`src/rtl/mem_bus_ctrl_pkg.sv`:
```
// Shared definitions for the memory-access controller: op codes, FSM states,
// byte-enable constants and default widths.
package mem_bus_ctrl_pkg;

    localparam int ADDR_W_DEF  = 32;
    localparam int DATA_W_DEF  = 32;
    localparam int BYTE_LANES  = 4;
    localparam int TIMEOUT_DEF = 15;

    localparam logic [BYTE_LANES-1:0] BE_ALL = 4'b1111;

    typedef enum logic [3:0] {
        MEMOP_NOP = 4'd0,
        MEMOP_LW  = 4'd1,
        MEMOP_LH  = 4'd2,
        MEMOP_LHU = 4'd3,
        MEMOP_LB  = 4'd4,
        MEMOP_LBU = 4'd5,
        MEMOP_SW  = 4'd6,
        MEMOP_SH  = 4'd7,
        MEMOP_SB  = 4'd8
    } mem_op_e;

    typedef enum logic [1:0] {
        ST_IDLE   = 2'd0,
        ST_ACCESS = 2'd1,
        ST_WAIT   = 2'd2
    } state_e;

endpackage

```
`src/rtl/mem_bus_ctrl_if.sv`:
```
// Word-addressed data bus between the memory controller (master) and the
// memory/peripheral slave.
interface mem_bus_ctrl_if #(
    parameter int ADDR_W = 32,
    parameter int DATA_W = 32
);
    import mem_bus_ctrl_pkg::*;

    logic                    bus_as;
    logic                    bus_rw;
    logic [ADDR_W-3:0]       bus_addr;
    logic [BYTE_LANES-1:0]   bus_be;
    logic [DATA_W-1:0]       bus_wr_data;
    logic                    bus_rdy;

    modport master (
        output bus_as, bus_rw, bus_addr, bus_be, bus_wr_data,
        input  bus_rdy
    );

    modport slave (
        input  bus_as, bus_rw, bus_addr, bus_be, bus_wr_data,
        output bus_rdy
    );

endinterface

```
`src/rtl/mem_align_chk.sv`:
```
// Decodes a memory op against the low address bits: alignment, direction,
// byte enables and lane-replicated store data. Purely combinational.
module mem_align_chk
    import mem_bus_ctrl_pkg::*;
#(
    parameter int DATA_W = DATA_W_DEF
) (
    input  logic [3:0]            op,
    input  logic [1:0]            addr_lo,
    input  logic [DATA_W-1:0]     wr_data,
    output logic                  is_mem,
    output logic                  misaligned,
    output logic                  is_store,
    output logic [BYTE_LANES-1:0] be,
    output logic [DATA_W-1:0]     lane_data
);

    // Unknown op codes are treated like NOP so they never reach the bus.
    always_comb begin
        is_mem     = 1'b1;
        misaligned = 1'b0;
        is_store   = 1'b0;
        be         = BE_ALL;
        lane_data  = wr_data;
        case (op)
            MEMOP_LW:             misaligned = |addr_lo;
            MEMOP_LH, MEMOP_LHU:  misaligned = addr_lo[0];
            MEMOP_LB, MEMOP_LBU:  misaligned = 1'b0;
            MEMOP_SW: begin
                is_store   = 1'b1;
                misaligned = |addr_lo;
            end
            MEMOP_SH: begin
                is_store   = 1'b1;
                misaligned = addr_lo[0];
                be         = addr_lo[1] ? 4'b1100 : 4'b0011;
                lane_data  = {2{wr_data[DATA_W/2-1:0]}};
            end
            MEMOP_SB: begin
                is_store   = 1'b1;
                be         = 4'b0001 << addr_lo;
                lane_data  = {4{wr_data[DATA_W/4-1:0]}};
            end
            default:              is_mem = 1'b0;
        endcase
    end

endmodule

```
`src/rtl/mem_bus_ctrl.sv`:
```
// Memory-access controller: accepts EX-stage loads/stores, drives the data
// bus with wait-state and timeout handling, and stalls the pipeline meanwhile.
module mem_bus_ctrl
    import mem_bus_ctrl_pkg::*;
#(
    parameter int ADDR_W  = ADDR_W_DEF,
    parameter int DATA_W  = DATA_W_DEF,
    parameter int TIMEOUT = TIMEOUT_DEF
) (
    input  logic              clk,
    input  logic              reset,
    input  logic              flush,
    input  logic              ex_en,
    input  logic [3:0]        ex_mem_op,
    input  logic [ADDR_W-1:0] ex_addr,
    input  logic [DATA_W-1:0] ex_wr_data,
    mem_bus_ctrl_if.master    bus,
    output logic              stall_req,
    output logic              miss_align,
    output logic              bus_err,
    output logic              op_done
);

    localparam int CNT_W = $clog2(TIMEOUT + 1);
    localparam logic [CNT_W-1:0] CNT_LAST = CNT_W'(TIMEOUT - 1);

    state_e                state, state_next;
    logic [CNT_W-1:0]      wait_cnt;
    logic                  cancel;
    logic                  accept, misalign_hit, done_hit, timeout_hit;

    logic                  chk_is_mem, chk_misaligned, chk_is_store;
    logic [BYTE_LANES-1:0] chk_be;
    logic [DATA_W-1:0]     chk_data;

    mem_align_chk #(.DATA_W(DATA_W)) u_align_chk (
        .op         (ex_mem_op),
        .addr_lo    (ex_addr[1:0]),
        .wr_data    (ex_wr_data),
        .is_mem     (chk_is_mem),
        .misaligned (chk_misaligned),
        .is_store   (chk_is_store),
        .be         (chk_be),
        .lane_data  (chk_data)
    );

    always_comb begin
        accept       = 1'b0;
        misalign_hit = 1'b0;
        done_hit     = 1'b0;
        timeout_hit  = 1'b0;
        state_next   = state;
        case (state)
            ST_IDLE: begin
                if (!reset && ex_en && chk_is_mem && !flush) begin
                    accept       = !chk_misaligned;
                    misalign_hit = chk_misaligned;
                end
                if (accept)
                    state_next = ST_ACCESS;
            end
            ST_ACCESS: begin
                if (bus.bus_rdy) begin
                    done_hit   = 1'b1;
                    state_next = ST_IDLE;
                end else begin
                    state_next = ST_WAIT;
                end
            end
            ST_WAIT: begin
                if (bus.bus_rdy) begin
                    done_hit   = 1'b1;
                    state_next = ST_IDLE;
                end else if (wait_cnt == CNT_LAST) begin
                    timeout_hit = 1'b1;
                    state_next  = ST_IDLE;
                end
            end
            default: state_next = ST_IDLE;
        endcase
        stall_req = (state != ST_IDLE) || accept;
    end

    assign bus.bus_as = (state == ST_ACCESS);

    // A flush seen at any point of an in-flight access (including the cycle
    // rdy arrives) suppresses its op_done; timeouts are always reported.
    always_ff @(posedge clk) begin
        if (reset) begin
            state           <= ST_IDLE;
            wait_cnt        <= '0;
            cancel          <= 1'b0;
            miss_align      <= 1'b0;
            bus_err         <= 1'b0;
            op_done         <= 1'b0;
            bus.bus_rw      <= 1'b0;
            bus.bus_addr    <= '0;
            bus.bus_be      <= '0;
            bus.bus_wr_data <= '0;
        end else begin
            state      <= state_next;
            miss_align <= misalign_hit;
            bus_err    <= timeout_hit;
            op_done    <= done_hit && !(cancel || flush);
            wait_cnt   <= (state == ST_WAIT) ? wait_cnt + 1'b1 : '0;
            if (state_next == ST_IDLE)
                cancel <= 1'b0;
            else if (flush && state != ST_IDLE)
                cancel <= 1'b1;
            if (accept) begin
                bus.bus_rw      <= chk_is_store;
                bus.bus_addr    <= ex_addr[ADDR_W-1:2];
                bus.bus_be      <= chk_be;
                bus.bus_wr_data <= chk_data;
            end
        end
    end

endmodule

```
`src/flat_wrapper.sv`:
```
// flat-port wrapper written by rule: the top's interface ports become plain ports
module mem_bus_ctrl_flat import mem_bus_ctrl_pkg::*;
#(
    parameter int ADDR_W  = ADDR_W_DEF,
    parameter int DATA_W  = DATA_W_DEF,
    parameter int TIMEOUT = TIMEOUT_DEF
)
  (clk, reset, flush, ex_en, ex_mem_op, ex_addr, ex_wr_data, stall_req, miss_align, bus_err, op_done, bus_bus_as, bus_bus_rw, bus_bus_addr, bus_bus_be, bus_bus_wr_data, bus_bus_rdy);
  mem_bus_ctrl_if #(.ADDR_W(ADDR_W), .DATA_W(DATA_W)) bus_i ();
  input  logic clk;
  input  logic reset;
  input  logic flush;
  input  logic ex_en;
  input  logic [3:0] ex_mem_op;
  input  logic [ADDR_W-1:0] ex_addr;
  input  logic [DATA_W-1:0] ex_wr_data;
  output logic stall_req;
  output logic miss_align;
  output logic bus_err;
  output logic op_done;
  output wire logic [$bits(bus_i.bus_as)-1:0] bus_bus_as;
  output wire logic [$bits(bus_i.bus_rw)-1:0] bus_bus_rw;
  output wire logic [$bits(bus_i.bus_addr)-1:0] bus_bus_addr;
  output wire logic [$bits(bus_i.bus_be)-1:0] bus_bus_be;
  output wire logic [$bits(bus_i.bus_wr_data)-1:0] bus_bus_wr_data;
  input wire logic [$bits(bus_i.bus_rdy)-1:0] bus_bus_rdy;
  assign bus_bus_as = bus_i.bus_as;
  assign bus_bus_rw = bus_i.bus_rw;
  assign bus_bus_addr = bus_i.bus_addr;
  assign bus_bus_be = bus_i.bus_be;
  assign bus_bus_wr_data = bus_i.bus_wr_data;
  assign bus_i.bus_rdy = bus_bus_rdy;
  mem_bus_ctrl #(.ADDR_W(ADDR_W), .DATA_W(DATA_W), .TIMEOUT(TIMEOUT)) u_core (.clk(clk), .reset(reset), .flush(flush), .ex_en(ex_en), .ex_mem_op(ex_mem_op), .ex_addr(ex_addr), .ex_wr_data(ex_wr_data), .bus(bus_i), .stall_req(stall_req), .miss_align(miss_align), .bus_err(bus_err), .op_done(op_done));
endmodule
```
`config.mk`:
```
export PLATFORM = sky130hd
export DESIGN_NAME = mem_bus_ctrl_flat
export DESIGN_NICKNAME = d
export VERILOG_FILES = /design/src/rtl/mem_bus_ctrl_pkg.sv /design/src/rtl/mem_bus_ctrl_if.sv /design/src/rtl/mem_align_chk.sv /design/src/rtl/mem_bus_ctrl.sv /design/src/flat_wrapper.sv
export SDC_FILE = /design/constraint.sdc
export NUM_CORES = 1
export LEC_CHECK = 0
export ABC_AREA = 1
export CORE_MARGIN = 3
export CORE_UTILIZATION = 37
export DETAILED_ROUTE_END_ITERATION = 8
export PLACE_DENSITY = 0.72
export SYNTH_ARGS = -nofsm -noshare
export SYNTH_HDL_FRONTEND = slang
export SYNTH_SLANG_ARGS = --single-unit
export TNS_END_PERCENT = 20
```
`constraint.sdc`:
```
create_clock -name clk -period 1.8 [get_ports clk]
set_input_delay 0.18 -clock clk [delete_from_list [all_inputs] [get_ports clk]]
set_output_delay 0.18 -clock clk [all_outputs]
set_load 0.01 [all_outputs]
```
==> results.ini, run 1 <==
[final_layout]
final_nets = 688
syn2layout_area_growth_pct = 53.79
instances_no_fill = 717
ratio_of_cells_with_drive_above_1_in_the_final_layout = 0.08333
fill_cells = 784
final_cell_mix = 165 x sky130_fd_sc_hd__nand2_1, 139 x sky130_fd_sc_hd__clkdlybuf4s50_1, 77 x sky130_fd_sc_hd__dfxtp_1
final_core_util = 0.6052
antennaDiodeCount = 0
final_common_cell = sky130_fd_sc_hd__nand2_1

[clocking]
cts_num_sinks = 77
postCtsSetupRepairBufs = 0
clock_tree.buffer_depth = 2
clk_pin_slew_worst_paths_ns = 0.07
cts_tree = yes
cts-root-buf = sky130_fd_sc_hd__clkbuf_8
numCtsBuffers = 9
htree_levels = 3
cts.hold.buffers_added = 0
clkLatencyLatePin_ns = 0.35

[drt]
vias = 3402
first_iter_violations = 137
via_per_inst = 4.745
drt_pre_antenna_iters = 6
remaining_drc_errors = 0
route.detailed.wl_per_inst_microns = 13.24
ant_nets = 0
wl_mm = 9.490

[die]
die_w_microns = 100.9
floorplan.initialDensity = 0.3935
vertical_extent_of_the_die_microns = 100.9
die_area_sq_mm = 0.01018
placementRows = 33
top_level_pins = 145
floorplan.core_area_sq_mm = 0.008464

[global_routing]
global_route_wire_length_before_repair_mm = 15.33
first_global_vias = 3425
grt_start_max_net_pins = 70
gr-total-overflow = 0
grtUsageTotal = 0.1886
number_of_antenna_violations_at_the_first_check_in_global_routing = 0

[timing]
worstMarginPinSlew_ns = 0.7171
timing.final.crit_period_ns = 1.668
finalHoldViolations = 0
layout_worst_path_cycle_share = 0.9267
report.final.slew_viol_count = 0
setup-violations-final = 0
max_slew_margin = 0.5219
max_clock_freq_mhz = 599.5
rsz0062_at_grt = false
final.setup.tns_ns = 0
skew_ns = 0.01193

[setup_path]
r2r_start = u_core.state[0]
path_delay_family = buffers and inverters
critPathMaxStageDelay_ns = 0.48
worst_setup_path_type = reg -> out
critical_path.endpoint_type = output port
worstPathCellList = inv_1 > ha_1 > clkdlybuf4s50_1
required_ns = 1.62
worst-r2r-setup-slack_ns = 0.32
worst_r2r_path_depth = 7
crit_path_max_fanout = 4
critical_path.n_buffers_inverters = 2
data_arrival_at_the_endpoint_of_the_critical_path_ns = 1.49
cpMaxStageDelayCell = sky130_fd_sc_hd__clkdlybuf4s50_1
setup.worst_path.start_class = flip-flop
endpoint_of_the_worst_slack_reg_to_reg_timing_path = u_core.bus.bus_addr[24]

[run_status]
run_status = complete, no violations

[placement]
port_buffers = 144
gp_congestion = 0.7662
sum_of_net_half_perimeters_after_detailed_placement_mm = 6.930
dp.cells = 703

[min_path]
min_delay_worst_endpoint = u_core.wait_cnt[1]
hp-class = in -> reg
holdCritStartpoint = reset
worst_hold_depth = 4

[synth]
synth-seq-cells = 77
post_synth_num_cell_types = 23
syn-instance-count = 462
mapped_area_sq_mm = 0.003331
syn-num-nets = 541
post_synth.cell_area_avg_sq_um = 7.209
sequential_to_total_area_share_from_yosys_stat = 0.4628
synth_warnings = 0

[flow_run]
cap_viol_max_count = 0

[pwr]
max-vdd-ir-drop_v = 0.0003966
power-per-cell-area_mw_per_mm2 = 706.0
cellLeakagePower_uw = 0.002032

-- cells in the mapped netlist --
master                     number  area [sq um]
sky130_fd_sc_hd__nand2_1      165         619.3
sky130_fd_sc_hd__dfxtp_1       77          1541
sky130_fd_sc_hd__a21oi_1       70         350.3
sky130_fd_sc_hd__inv_1         44         165.2
sky130_fd_sc_hd__nand3_1       16         80.08
sky130_fd_sc_hd__o21ai_0       14         70.07
sky130_fd_sc_hd__nor2_1        13         48.80
sky130_fd_sc_hd__buf_2         11         55.05
sky130_fd_sc_hd__clkbuf_1      10         37.54
sky130_fd_sc_hd__mux2_2         8         90.09
sky130_fd_sc_hd__o22ai_1        8         50.05
sky130_fd_sc_hd__ha_1           6         75.07
sky130_fd_sc_hd__buf_6          4         45.04
sky130_fd_sc_hd__buf_4          3         22.52
sky130_fd_sc_hd__inv_2          3         11.26
sky130_fd_sc_hd__nor2_2         2         12.51
sky130_fd_sc_hd__nor4_1         2         12.51
sky130_fd_sc_hd__and2_1         1         6.260
sky130_fd_sc_hd__nand3_2        1         10.01
sky130_fd_sc_hd__nand3b_1       1         7.510
sky130_fd_sc_hd__nor3_1         1         5.000
sky130_fd_sc_hd__or2_2          1         6.260
sky130_fd_sc_hd__xnor2_1        1         8.760
-- worst max-delay path by stage --
stage / startpoint / endpoint / slack [ns] / cells past startpoint
final: u_core.state[1] / bus_bus_as / 0.13 / 3
after CTS: ex_mem_op[0] / stall_req / 0.03 / 11
after detailed placement: ex_mem_op[2] / stall_req / -0.30 / 11
after floorplan: ex_mem_op[2] / u_core.bus.bus_wr_data[16] / 0.42 / 9
after global placement: ex_mem_op[2] / stall_req / -0.19 / 9
after global routing: ex_mem_op[0] / stall_req / 0.005 / 11
-- power breakdown --
| group | internal [uW] | leakage [uW] | switching (uW) |
|---|---|---|---|
| Sequential | 1740 | 0.000622 | 17.6 |
| Combinational | 283 | 0.00131 | 212 |
| Clock | 760 | 0.000101 | 608 |
-- stage by stage --
step / setup slack [ns] / hold WS (ns) / total power (uW) / instance area [sq um]
floorplan: 0.4153 / 0.2562 / 1994 / 3331
global placement: -0.1892 / 0.4129 / 2285 / 4926
detailed placement: -0.2962 / 0.4150 / 2291 / 4926
CTS: 0.02814 / 0.2161 / 3671 / 5125
global route: 0.005177 / 0.2471 / 3791 / 5122
finish: 0.1320 / 0.2216 / 3616 / 5122
-- logic make-up (layout without fill, tap and decap cells) --
family	count (synthesis)	in the layout	synth area share
AO/OA/AOI/OAI	92	92	0.1412
AND/OR/NAND/NOR	203	203	0.2427
XOR/XNOR	1	1	0.002630
adder cells (fa/ha/maj)	6	6	0.02254
buffers and inverters	75	225	0.1011
flip-flops	77	77	0.4628
multiplexers	8	8	0.02705
-- area by class of cell --
type,count,area (sq um),area share
Sequential cell,77,1541,0.3009
Clock inverter,5,77.57,0.01514
Inverter,47,176.4,0.03444
Clock buffer,9,123.9,0.02418
Timing Repair Buffer,164,1619,0.3161
Tap cell,105,131.4,0.02565
Multi-Input combinational cell,310,1453,0.2836
-- per-layer routing --
metal | global-route usage | part of all wire
met4 | 0.06010 | 0.016
met3 | 0.09758 | 0.12
met1 | 0.2113 | 0.40
met5 | 0 | 0
met2 | 0.3099 | 0.46
-- sequential cells by signal, summed over array words and instances (netlist names) --
register	flops
u_core.cancel	1
u_core.op_done	1
u_core.bus.bus_wr_data	32
u_core.state	2
u_core.bus.bus_addr	30
u_core.bus_err	1
u_core.miss_align	1
u_core.bus.bus_rw	1
u_core.wait_cnt	4
u_core.bus.bus_be	4
-- what timing repair did --
action,CTS,global route
endpoints found under the setup margin,1,1
gates resized for setup,4,2
gates cloned,0,0
pin swaps,1,1
endpoints found under the hold margin,0,0
-- worst register-to-register path: cells and delay by family (launching register included) --
| family | cells | cell delay, ns |
|---|---|---|
| adders and majority gates | 1 | 0.24 |
| and+or+nand+nor | 2 | 0.27 |
| buffers and inverters | 3 | 0.43 |
| DFF | 1 | 0.35 |
| AOI/OAI and AO/OA | 1 | 0.13 |
Note: power is estimated with default switching activity, not from simulation.
==> run 2: changes to the inputs <==
--- a/config.mk
+++ b/config.mk
@@ -10,6 +10,8 @@
 export CORE_UTILIZATION = 37
 export DETAILED_ROUTE_END_ITERATION = 8
 export PLACE_DENSITY = 0.72
+export REMOVE_ABC_BUFFERS = 1
+export SLEW_MARGIN = 20
 export SYNTH_ARGS = -nofsm -noshare
 export SYNTH_HDL_FRONTEND = slang
 export SYNTH_SLANG_ARGS = --single-unit
==> run 2 against run 1 <==
Clock skew is 0.0055 ns lower; worst hold slack better by 0.0031 ns; clock power is 11% lower; count of clock-buffer cells in the layout is 3 higher; power is 4.2% lower; critical path type unchanged; critical endpoint unchanged; largest power group unchanged; highest routed layer unchanged.
==> results.ini, run 2 (synthesis gave the netlist of run 1 again) <==
[die]
die_w_microns = 100.9  ; unchanged
top_level_pins = 145  ; unchanged
die_area_sq_mm = 0.01018  ; unchanged
floorplan.initialDensity = 0.3935  ; unchanged
vertical_extent_of_the_die_microns = 100.9  ; unchanged
floorplan.core_area_sq_mm = 0.008464  ; unchanged
placementRows = 33  ; unchanged

[clocking]
clock_tree.buffer_depth = 2  ; unchanged
clk_pin_slew_worst_paths_ns = 0.08  ; was 0.07 ns
cts_tree = yes  ; unchanged
htree_levels = 3  ; unchanged
clkLatencyLatePin_ns = 0.34  ; was 0.35 ns
numCtsBuffers = 9  ; unchanged
cts_num_sinks = 77  ; unchanged
cts-root-buf = sky130_fd_sc_hd__clkbuf_8  ; unchanged
cts.hold.buffers_added = 0  ; unchanged

[final_layout]
final_core_util = 0.6053  ; was 0.6052
final_nets = 686  ; was 688
instances_no_fill = 717  ; unchanged
final_design_area_no_fill_sq_mm = 0.005124  ; was 0.005122 sq mm
largest_register_ff_count = 32  ; unchanged
max_flop_register = u_core.bus.bus_wr_data  ; unchanged
final_cell_mix = 164 x sky130_fd_sc_hd__nand2_1, 138 x sky130_fd_sc_hd__clkdlybuf4s50_1, 77 x sky130_fd_sc_hd__dfxtp_1  ; was 165 x sky130_fd_sc_hd__nand2_1, 139 x sky130_fd_sc_hd__clkdlybuf4s50_1, 77 x sky130_fd_sc_hd__dfxtp_1
ratio_of_cells_with_drive_above_1_in_the_final_layout = 0.08497  ; was 0.08333
syn2layout_area_growth_pct = 53.83  ; was 53.79%
antennaDiodeCount = 0  ; unchanged
top_regs = u_core.bus.bus_wr_data x32, u_core.bus.bus_addr x30  ; unchanged
final_common_cell = sky130_fd_sc_hd__nand2_1  ; unchanged

[drt]
drt_pre_antenna_iters = 4  ; was 6
first_iter_violations = 125  ; was 137
via_per_inst = 4.812  ; was 4.745
route.detailed.wl_per_inst_microns = 13.26  ; was 13.24 microns
wl_mm = 9.510  ; was 9.490 mm
remaining_drc_errors = 0  ; unchanged
vias = 3450  ; was 3402
ant_nets = 0  ; unchanged

[timing]
rsz0062_at_grt = false  ; unchanged
setup-violations-final = 0  ; unchanged
max_clock_freq_mhz = 596.6  ; was 599.5 MHz
skew_ns = 0.006454  ; was 0.01193 ns
final.setup.tns_ns = 0  ; unchanged
layout_worst_path_cycle_share = 0.9312  ; was 0.9267
finalHoldViolations = 0  ; unchanged
worstMarginPinSlew_ns = 0.7299  ; was 0.7171 ns
timing.final.crit_period_ns = 1.676  ; was 1.668 ns
max_slew_margin = 0.5134  ; was 0.5219
report.final.slew_viol_count = 0  ; unchanged

[setup_path]
worst_setup_path_type = reg -> out  ; unchanged
crit_path_max_fanout = 4  ; unchanged
cpMaxStageDelayCell = sky130_fd_sc_hd__clkdlybuf4s50_1  ; unchanged
critical_path.n_buffers_inverters = 2  ; unchanged
required_ns = 1.62  ; about the same
path_delay_family = buffers and inverters  ; unchanged
worst_r2r_path_depth = 7  ; unchanged
r2r_start = u_core.state[1]  ; was u_core.state[0]
worst-r2r-setup-slack_ns = 0.28  ; was 0.32 ns
critical_path.endpoint_type = output port  ; unchanged
setup.worst_path.start_class = flip-flop  ; unchanged
data_arrival_at_the_endpoint_of_the_critical_path_ns = 1.50  ; was 1.49 ns
critPathMaxStageDelay_ns = 0.54  ; was 0.48 ns
endpoint_of_the_worst_slack_reg_to_reg_timing_path = u_core.bus.bus_addr[16]  ; was u_core.bus.bus_addr[24]
worstPathCellList = inv_1 > ha_1 > clkdlybuf4s50_1  ; unchanged

[global_routing]
global_route_wire_length_before_repair_mm = 15.18  ; was 15.33 mm
gr-total-overflow = 0  ; unchanged
first_global_vias = 3279  ; was 3425
grtUsageTotal = 0.1847  ; was 0.1886
grt_start_max_net_pins = 70  ; unchanged
number_of_antenna_violations_at_the_first_check_in_global_routing = 0  ; unchanged

[pwr]
cellLeakagePower_uw = 0.002034  ; was 0.002032 uW
internal_power_uw = 2602  ; was 2779 uW
p_comb_frac = 0.143  ; was 0.137
power-per-cell-area_mw_per_mm2 = 676.0  ; was 706.0 mW/mm^2
power.sequential.fraction = 0.506  ; was 0.485
max-vdd-ir-drop_v = 0.0004000  ; was 0.0003966 V
net-switching-power_uw = 861.7  ; was 837.6 uW
share_clk_of_total_power = 0.351  ; was 0.378
switching_share = 0.2488  ; was 0.2316

[placement]
placed_cell_area_sq_mm = 0.004916  ; was 0.004926 sq mm
sum_of_net_half_perimeters_after_detailed_placement_mm = 6.821  ; was 6.930 mm
dp.cells = 700  ; was 703
port_buffers = 144  ; unchanged
gp_congestion = 0.8481  ; was 0.7662

[min_path]
worst_hold_depth = 4  ; unchanged
min_delay_worst_endpoint = u_core.miss_align  ; was u_core.wait_cnt[1]
hp-class = in -> reg  ; unchanged
holdCritStartpoint = reset  ; unchanged

[run_status]
run_status = complete, no violations  ; unchanged

[flow_run]
cap_viol_max_count = 0  ; unchanged

run 2: cell types whose count changed in the layout (fill, tap and decap cells not counted), moves of 2 or more:
cell,delta
sky130_fd_sc_hd__inv_6,+2
sky130_fd_sc_hd__bufinv_16,-2
sky130_fd_sc_hd__buf_4,-3
sky130_fd_sc_hd__clkbuf_8,+2
sky130_fd_sc_hd__dlymetal6s2s_1,+2
run 2: power groups by stage:
| stage | logic [uW] | registers, uW | clock network, uW |
|---|---|---|---|
| finish | 494 | 1750 | 1220 |
| detailed placement | 494 | 1790 | 0 |
| CTS | 497 | 1750 | 1270 |
| floorplan | 152 | 1810 | 0 |
| global placement | 487 | 1790 | 0 |
| global route | 542 | 1760 | 1340 |
run 2: layout make-up:
type                            instances  area (sq um)
Clock buffer                           12         155.1
Clock inverter                          4         30.03
Fill cell                             793          3341
Inverter                               47         176.4
Multi-Input combinational cell        310          1460
Sequential cell                        77          1541
Tap cell                              105         131.4
Timing Repair Buffer                  162          1629
run 2: layer usage:
layer  GRT usage  wire length [microns]
met5           0                      0
met4     0.06839                    186
met3     0.05329                    813
met2      0.2992                   4474
met1      0.2323                   4036
run 2: worst register-to-register path, cell delays in order (launching register included):
cell,delay (ns)
sky130_fd_sc_hd__dfxtp_1,0.34
sky130_fd_sc_hd__inv_1,0.10
sky130_fd_sc_hd__ha_1,0.24
sky130_fd_sc_hd__nand3_2,0.19
sky130_fd_sc_hd__inv_2,0.15
sky130_fd_sc_hd__buf_12,0.19
sky130_fd_sc_hd__nand2_1,0.10
sky130_fd_sc_hd__a21oi_1,0.14
run 2: worst max-delay path by stage:
| stage | start | endpoint | slack (ns) | cells past startpoint |
|---|---|---|---|---|
| finish | u_core.state[1] | bus_bus_as | 0.12 | 3 |
| CTS | ex_mem_op[2] | stall_req | 0.003 | 11 |
| global route | u_core.state[1] | bus_bus_as | 0.05 | 3 |
| floorplan | ex_mem_op[1] | u_core.bus.bus_addr[0] | -1.02 | 9 |
| global placement | ex_mem_op[2] | stall_req | -0.21 | 9 |
| detailed placement | ex_mem_op[1] | u_core.bus.bus_addr[16] | -0.27 | 12 |
run 2: stage by stage:
| stage | power (uW) | setup slack [ns] | hold WS (ns) |
|---|---|---|---|
| after floorplan | 1959 | -1.024 | 0.2491 |
| after global placement | 2279 | -0.2063 | 0.4040 |
| after detailed placement | 2288 | -0.2750 | 0.4158 |
| after CTS | 3517 | 0.002763 | 0.2163 |
| after global routing | 3639 | 0.04715 | 0.2305 |
| final | 3464 | 0.1239 | 0.2247 |
run 2: timing repair:
action	CTS	global route
buffers inserted	1	0
gates cloned	0	0
gates resized for setup	5	5
setup endpoints to repair	1	53
pin swaps	2	0
hold endpoints to repair	0	0
